### config.mk
export PLATFORM = sky130hd
export DESIGN_NAME = standoff_referee
export DESIGN_NICKNAME = d
export VERILOG_FILES = /design/src/rtl/standoff_pkg.sv /design/src/rtl/standoff_rules.sv /design/src/rtl/standoff_referee.sv
export SDC_FILE = /design/constraint.sdc
export NUM_CORES = 1
export LEC_CHECK = 0
export ABC_AREA = 1
export CORE_MARGIN = 3
export CORE_UTILIZATION = 46
export DETAILED_ROUTE_END_ITERATION = 10
export PLACE_DENSITY = 0.66
export SLEW_MARGIN = 10
export SYNTH_ARGS = -nofsm -noshare
export SYNTH_HDL_FRONTEND = slang
export SYNTH_SLANG_ARGS = --single-unit
### constraint.sdc
create_clock -name clk -period 2.7 [get_ports clk]
set_input_delay 0.27 -clock clk [delete_from_list [all_inputs] [get_ports clk]]
set_output_delay 0.27 -clock clk [all_outputs]
set_load 0.005 [all_outputs]
### src/rtl/standoff_pkg.sv
// Shared encodings and state type for the standoff game controller and rule logic.
package standoff_pkg;

  localparam logic [2:0] MOVE_SHOOT  = 3'b100;
  localparam logic [2:0] MOVE_RELOAD = 3'b010;
  localparam logic [2:0] MOVE_BLOCK  = 3'b001;

  localparam logic [1:0] WIN_NONE = 2'b00;
  localparam logic [1:0] WIN_P1   = 2'b01;
  localparam logic [1:0] WIN_COMP = 2'b10;

  localparam logic [1:0] MAX_BULLETS = 2'd3;

  typedef enum logic [2:0] {
    ST_IDLE,
    ST_WAIT_P1,
    ST_SAMPLE,
    ST_RESOLVE,
    ST_HOLD,
    ST_GAME_OVER
  } state_t;

  // A move is playable only if one-hot and the bullet count allows it.
  function automatic logic move_legal(input logic [2:0] mv, input logic [1:0] cnt);
    return (mv == MOVE_BLOCK) ||
           ((mv == MOVE_SHOOT) && (cnt != 2'd0)) ||
           ((mv == MOVE_RELOAD) && (cnt != MAX_BULLETS));
  endfunction

endpackage

### src/rtl/standoff_rules.sv
// Combinational rule evaluation for one round: next bullet counts and winner.
// Both moves are assumed already legalised.
module standoff_rules
  import standoff_pkg::*;
(
  input  logic [2:0] p1_move,
  input  logic [2:0] comp_move,
  input  logic [1:0] p1_cnt,
  input  logic [1:0] comp_cnt,
  output logic [1:0] p1_next,
  output logic [1:0] comp_next,
  output logic [1:0] win
);

  function automatic logic [1:0] sat_inc(input logic [1:0] v);
    return (v == MAX_BULLETS) ? v : v + 2'd1;
  endfunction

  function automatic logic [1:0] sat_dec(input logic [1:0] v);
    return (v == 2'd0) ? v : v - 2'd1;
  endfunction

  always_comb begin
    p1_next   = p1_cnt;
    comp_next = comp_cnt;
    win       = WIN_NONE;

    // A reload that gets shot at does not complete.
    if (p1_move == MOVE_SHOOT)
      p1_next = sat_dec(p1_cnt);
    else if ((p1_move == MOVE_RELOAD) && (comp_move != MOVE_SHOOT))
      p1_next = sat_inc(p1_cnt);

    if (comp_move == MOVE_SHOOT)
      comp_next = sat_dec(comp_cnt);
    else if ((comp_move == MOVE_RELOAD) && (p1_move != MOVE_SHOOT))
      comp_next = sat_inc(comp_cnt);

    if ((p1_move == MOVE_SHOOT) && (comp_move == MOVE_RELOAD))
      win = WIN_P1;
    else if ((comp_move == MOVE_SHOOT) && (p1_move == MOVE_RELOAD))
      win = WIN_COMP;
  end

endmodule

### src/rtl/standoff_referee.sv
// Round controller for the standoff game: accepts/legalises moves, resolves rounds,
// holds the reveal, and tracks bullets, winner and round count.
//   state        | meaning
//   ST_IDLE      | after reset, waiting for new_game
//   ST_WAIT_P1   | waiting for a legal player move
//   ST_SAMPLE    | capture and legalise the computer move
//   ST_RESOLVE   | apply rules, publish results
//   ST_HOLD      | reveal held for HOLD_CYCLES cycles
//   ST_GAME_OVER | winner declared, frozen until new_game
module standoff_referee
  import standoff_pkg::*;
#(
  parameter int HOLD_CYCLES   = 50_000_000,
  parameter int START_BULLETS = 1
) (
  input  logic       clk,
  input  logic       reset,
  input  logic       new_game,
  input  logic       p1_valid,
  input  logic [2:0] p1_choice,
  input  logic [2:0] comp_choice,
  output logic [1:0] p1_bullet,
  output logic [1:0] comp_bullet,
  output logic [2:0] p1_shown,
  output logic [2:0] comp_shown,
  output logic [1:0] winner,
  output logic       game_over,
  output logic       round_done,
  output logic       move_reject,
  output logic [7:0] round_count
);

  localparam int             HW        = $clog2(HOLD_CYCLES);
  localparam logic [HW-1:0]  HOLD_LOAD = HW'(HOLD_CYCLES - 1);
  localparam logic [1:0]     START_CNT = 2'(START_BULLETS);

  state_t        state;
  logic [2:0]    p1_move;
  logic [2:0]    comp_move;
  logic [HW-1:0] hold_cnt;
  logic [1:0]    p1_next;
  logic [1:0]    comp_next;
  logic [1:0]    win_next;

  standoff_rules u_rules (
    .p1_move   (p1_move),
    .comp_move (comp_move),
    .p1_cnt    (p1_bullet),
    .comp_cnt  (comp_bullet),
    .p1_next   (p1_next),
    .comp_next (comp_next),
    .win       (win_next)
  );

  always_ff @(posedge clk or negedge reset) begin
    if (!reset) begin
      state       <= ST_IDLE;
      p1_move     <= '0;
      comp_move   <= '0;
      hold_cnt    <= '0;
      p1_bullet   <= '0;
      comp_bullet <= '0;
      p1_shown    <= '0;
      comp_shown  <= '0;
      winner      <= WIN_NONE;
      game_over   <= 1'b0;
      round_done  <= 1'b0;
      move_reject <= 1'b0;
      round_count <= '0;
    end else begin
      round_done  <= 1'b0;
      move_reject <= 1'b0;
      if (new_game) begin
        state       <= ST_WAIT_P1;
        p1_move     <= '0;
        comp_move   <= '0;
        p1_bullet   <= START_CNT;
        comp_bullet <= START_CNT;
        p1_shown    <= '0;
        comp_shown  <= '0;
        winner      <= WIN_NONE;
        game_over   <= 1'b0;
        round_count <= '0;
      end else begin
        case (state)
          ST_WAIT_P1: begin
            if (p1_valid) begin
              if (move_legal(p1_choice, p1_bullet)) begin
                p1_move <= p1_choice;
                state   <= ST_SAMPLE;
              end else begin
                move_reject <= 1'b1;
              end
            end
          end
          // round_done is registered here so it is high during RESOLVE.
          ST_SAMPLE: begin
            comp_move  <= move_legal(comp_choice, comp_bullet) ? comp_choice : MOVE_BLOCK;
            round_done <= 1'b1;
            state      <= ST_RESOLVE;
          end
          ST_RESOLVE: begin
            p1_shown    <= p1_move;
            comp_shown  <= comp_move;
            p1_bullet   <= p1_next;
            comp_bullet <= comp_next;
            winner      <= win_next;
            if (round_count != 8'hff)
              round_count <= round_count + 8'd1;
            hold_cnt    <= HOLD_LOAD;
            state       <= ST_HOLD;
          end
          ST_HOLD: begin
            if (hold_cnt == '0) begin
              if (winner != WIN_NONE) begin
                state     <= ST_GAME_OVER;
                game_over <= 1'b1;
              end else begin
                state <= ST_WAIT_P1;
              end
            end else begin
              hold_cnt <= hold_cnt - 1'b1;
            end
          end
          ST_IDLE, ST_GAME_OVER: ;
          default: state <= ST_IDLE;
        endcase
      end
    end
  end

endmodule

### Word-level counts from Yosys, hierarchy flattened

Index checks and enable logic that the tools add are counted.

* input port bits: 10
* logic and storage cells: 138
* memories: 0
* output and inout bits: 23
* bits in writable memories: 0
* register bits: 58
* ROM bits: 0
* bits in latches: 0

* reduce and logical (&&, ||, !) cells: 39
* divide/modulo/power cells: 0
* add/sub/neg operators: 6
* equal/unequal tests: 31
* magnitude comparators: 0
* bitwise logic cells: 1
* shifts and indexed selects: 0
* multipliers: 0
* mux-type cells: 48

Operator list (number)
* one-hot mux 26 bit (2 select lines): 1
* 2-to-1 mux 3 bit: 16
* 2-to-1 mux 2 bit: 16
* zero test 26 bit: 1
* 2-to-1 mux 26 bit: 1
* nonzero test 2 bit: 13
* subtractor 26 x 1 -> 26 bit, second input constant: 1
* 2-to-1 mux 8 bit: 3
* inequality test 3 bit, second input constant: 7
* == test 3 x 2 -> 1 bit, second input constant: 6
* == test 3 bit, second input constant: 6
* one-hot mux 3 bit (5 select lines): 1
* AND reduction 4 bit: 3
* 2-to-1 mux 1 bit: 10
* == test 3 x 1 -> 1 bit, second input constant: 3
* AND reduction 3 bit: 3
* adder 8 x 1 -> 8 bit, second input constant: 1
* logical AND 1 bit: 8
* inequality test 2 bit, second input constant: 4
* inequality test 8 bit, second input constant: 1
* inequality test 3 x 2 -> 1 bit, second input constant: 2
* nonzero test 3 bit: 2
* adder 2 x 1 -> 2 bit, second input constant: 2
* == test 2 bit, second input constant: 2
* 7 further kinds: 12

### Depth between registers and ports, before layout

* depth in word-level cells: 8
* gate-level depth with buffers: 12

### Cells and area by module

Synthesis repeated with hierarchy kept, for this count alone.

* cell total of the unflattened synthesis: 508
* area, all modules: 3522.1 µm²

Modules (own cells, without submodules)
* standoff_referee: times used 1, area an instance 3359.5 µm², cells each 471, sequential area each 1451.4 µm²
* standoff_rules: times used 1, area an instance 162.7 µm², cells each 37, sequential area each 0.0 µm²

### Least setup slack after synthesis

No wires, ideal clock.

* kind: reg-to-reg
* start: register hold_cnt[0]
* end: register hold_cnt[12]
* cell stages (with the launch flop): 13
* buffers on the path: 1
* slack: 1.041 ns
* required time: 2.583 ns
* data arrival time: 1.543 ns
* setup time: 0.117 ns
* clock period less this slack: 1.659 ns
* path through: dfrtp_1 inv_1 ha_1 nand2_4 nor2_8 nand2_1 nor2_1 nand2_1 nand2_1 inv_1 buf_2 nand2_1 nand2_1

* cells in the longest elaborated chain, start to end: 3
* elaborated cells on any way between the ends: 6
* those cells by class: add/sub (1); eq/ne (1); mux (2); reduce/logical (2)

RTL lines
* from (decl): line standoff_referee.sv:40 `logic [HW-1:0] hold_cnt;`
* from (signal assigned): line standoff_referee.sv:122 `hold_cnt <= hold_cnt - 1'b1;`
* subtractor 26 x 1 -> 26 bit or zero test 26 bit (tied branches): line standoff_referee.sv:122, standoff_referee.sv:114
* 2-to-1 mux 26 bit or inequality test 2 bit (tied branches)
* one-hot mux 26 bit (2 select lines) or AND reduction 3 bit (tied branches)

Several ways; a longest one is shown, not always the timed one. The select of a mux whose other input is x is not followed.
A chain may end at the register's enable or synchronous reset.

### Worst setup path in the final report

* start: register hold_cnt[0]
* end: register hold_cnt[24]

Same word-level chain as after synthesis.

==> metrics.md <==
| Metric | Value |
|---|---|
| Maxcap violations | 0 |
| Internal power | 1980 uW |
| DR DRC count | 0 |
| Final-layout fill cell count | 689 |
| Pre-CTS WS | 0.655 ns |
| Post-synthesis sequential area ratio | 41.4% |
| Worst-skew pair later-pin latency | 0.34 ns |
| Port bufs | 32 |
| Hold slack | 0.406 ns |
| Clock sink count | 58 |
| RSZ-0062 raised after global routing | no |
| Initial Util | 47.8% |
| Worst slew margin | 67.0% |
| Resized cells post-CTS | 0 |
| DR WL/cell | 12.4 um |
| NetSw | 1360 uW |
| Fin util | 56.0% |
| Worst Setup End Kind | register |
| Hold WC Path Type | in2async |
| Buffer depth of the longest clock path | 2 |
| Die width | 93.3 um |
| Detailed router's first-iteration violation count | 201 |
| DR vias/cell | 4.96 |
| Max-slew violation count | 0 |
| Clk slew on worst S/H paths | 0.06 ns |
| CP required | 2.90 ns |
| Setup TNS | 0 ns |
| Initial antenna violation count | 0 |
| NumNets Final | 559 |
| Pwr dens | 814 nW/um^2 |
| Worst reg2reg path depth | 10 |
| Net Sw Frac | 40.7% |
| Placed cell area | 3910 sq um |
| Final setup fails | 0 |
| Synth-to-layout area growth | 17.3% |
| FF+latch area | 1450 sq um |
| Leakage power | 0.00204 uW |
| GP Congestion | 0.950 |
| Syn Nets | 521 |
| Final ANT Viol Nets | 0 |
| Global route total overflow | 0 |
| Comb pwr share | 36.7% |
| Post-route cell area | 4110 sq um |
| Worst Slack Setup Final | 0.734 ns |
| Crit path arrival time | 2.17 ns |
| Clock root cell | clkbuf_8 |
| Hold Vio Cnt, Final | 0 |
| Yosys reg bits | 58 |
| Maximum vdd drop | 0.418 mV |
| Vias in the first global route | 3141 |
| Routed wire length | 8.07 mm |
| CTS tree | yes |
| Ratio of cells with drive above 1 in the final layout | 6.36% |
| Io pins | 33 |
| Crit path launch type | register |
| CORE AREA | 7330 sq um |
| GRT Overall Usage | 20.8% |
| Post-DP HPWL | 6.00 mm |
| Largest net degree at the start of global routing | 38 |
| Clk pwr share | 23.6% |
| Share of the clock period used by the worst path | 72.8% |
| Layout Skew | 0.00713 ns |
| Post-synthesis cell type count | 29 |
| Peak Freq | 509 MHz |
| Total Die Area | 8700 sq um |
| DRT Pass-1 Iters | 4 |
| CTS Buf Count | 9 |
| CP max FO | 37 |
| Syn Inst Count | 509 |
| Chip Height | 93.3 um |
| Syn Std Cell Area | 3500 sq um |
| Min Tclk post-route | 1.97 ns |
| N_diodes | 0 |
| Measured slew at the worst slew-check pin | 0.495 ns |
| Syn. warnings | 0 |
| Vias | 3219 |
| H-Tree Depth | 3 |
| Critical path class | reg2reg |
| Multi-input gate area | 1770 sq um |
| Post-Syn Area per Cell | 6.88 sq um |
| Flop pwr share | 39.7% |
| Row Count | 31 |
| Global-route wire length before repair | 14.4 mm |
| Status | finished, final reports clean |
## per-layer routing
| metal | vias to the layer above | track usage (%) | share of wire, % |
|---|---|---|---|
| li1 | 1691 | - | - |
| met1 | 1454 | 25.8 | 46 |
| met2 | 66 | 35.7 | 49 |
| met3 | 8 | 5.55 | 4.0 |
| met4 | 0 | 5.37 | 0.92 |
| met5 | - | 0 | 0 |
## sequential cells by signal, summed over array words and instances (netlist names)
register	flops
hold_cnt	26
round_count	8
comp_move	3
comp_shown	3
p1_move	3
p1_shown	3
state	3
comp_bullet	2
p1_bullet	2
winner	2
game_over	1
move_reject	1
round_done	1
## cells in the final DEF (no fill, tap or decap), types with 2 or more instances in the layout
master / instances
dfrtp_1: 58
xor2_1: 8
or2_2: 4
o22ai_1: 2
a21oi_1: 5
inv_1: 51
nor2_2: 2
nor2_4: 2
nand3b_1: 2
buf_4: 6
o21ai_0: 28
clkbuf_8: 11
nand2_2: 2
nor3_1: 3
clkinv_2: 2
o21ai_1: 10
nor2_1: 66
nand3_1: 59
a21o_1: 2
nand4_1: 12
nand2_1: 171
ha_1: 2
clkdlybuf4s50_1: 31
xnor2_1: 2
## synthesized netlist by cell type
cell	count	area share, %
nand2_4	1	0.32
nand3_1	59	8.4
a21o_1	2	0.43
nor2_1	66	7.1
nor2_2	2	0.36
clkinv_1	1	0.11
nand2_2	2	0.36
or2_2	4	0.71
or2_1	1	0.18
nand4_1	12	2.1
buf_6	4	1.3
ha_1	2	0.71
o21ai_0	28	4.0
buf_2	4	0.57
nor2_8	1	0.57
o21ai_1	10	1.4
nor3_4	1	0.46
clkbuf_1	4	0.43
inv_1	51	5.5
nand2_1	171	18
nor3_1	3	0.43
a21oi_1	5	0.71
xnor2_1	2	0.50
xor2_1	8	2.0
nand3b_1	2	0.43
o22ai_1	2	0.36
inv_2	1	0.11
nor2_4	2	0.64
dfrtp_1	58	41
## repair_timing
item,4_1_cts,5_1_grt
buffers inserted,0,0
endpoints found under the hold margin,16,0
hold buffers,1,0
setup endpoints to repair,0,0
## power groups by stage
stage	logic, uW	clock network (uW)	registers [uW]
2_1_floorplan	960	0	1280
6_report	1230	789	1330
5_1_grt	1450	854	1370
4_1_cts	1230	819	1330
3_5_place_dp	1220	0	1340
3_3_place_gp	1200	0	1330
## layout make-up
| class | instances | area share [%] |
|---|---|---|
| Timing Repair Buffer | 39 | 9.02 |
| Clock inverter | 3 | 0.975 |
| Multi-Input combinational cell | 386 | 43.1 |
| Sequential cell | 58 | 35.3 |
| Inverter | 53 | 4.84 |
| Tap cell | 99 | 3.02 |
| Clock buffer | 11 | 3.69 |
## worst paths after layout
| check | slack (ns) | endpoint | startpoint |
|---|---|---|---|
| max in group asynchronous | 1.62 | p1_move[2]$_DFFE_PN0P_ | reset |
| worst max register to register | 0.73 | hold_cnt[24]$_DFFE_PN0P_ | hold_cnt[0]$_DFFE_PN0P_ |
| min in group clk | 0.48 | hold_cnt[0]$_DFFE_PN0P_ | hold_cnt[0]$_DFFE_PN0P_ |
| worst min-delay path | 0.41 | hold_cnt[5]$_DFFE_PN0P_ | reset |
| worst max-delay path | 0.73 | hold_cnt[24]$_DFFE_PN0P_ | hold_cnt[0]$_DFFE_PN0P_ |
| worst min register to register | 0.48 | hold_cnt[0]$_DFFE_PN0P_ | hold_cnt[0]$_DFFE_PN0P_ |
## critical path, stage by stage, from the launching register on
cell and delay [ns]:
dfrtp_1 0.39, inv_1 0.08, ha_1 0.29, nand2_4 0.12
nor2_8 0.16, nand2_1 0.07, nor2_1 0.10, nand2_1 0.06
nand2_1 0.07, buf_4 0.34, o21ai_0 0.14
## metrics by stage
| step | power, uW | instances |
|---|---|---|
| 2_1_floorplan | 2240 | 509 |
| 3_3_place_gp | 2540 | 634 |
| 3_5_place_dp | 2560 | 634 |
| 4_1_cts | 3380 | 649 |
| 5_1_grt | 3670 | 649 |
| 6_report | 3340 | 649 |
## kinds of logic after synthesis
family                   Yosys count  share of synthesized area [%]
AND/OR/NAND/NOR                  327                           40.4
buffers and inverters             65                           7.97
flip-flops                        58                           41.4
AO/OA/AOI/OAI                     47                           6.93
XOR/XNOR                          10                           2.50
adder cells (fa/ha/maj)            2                          0.714
(Power assumes the default switching activity.)
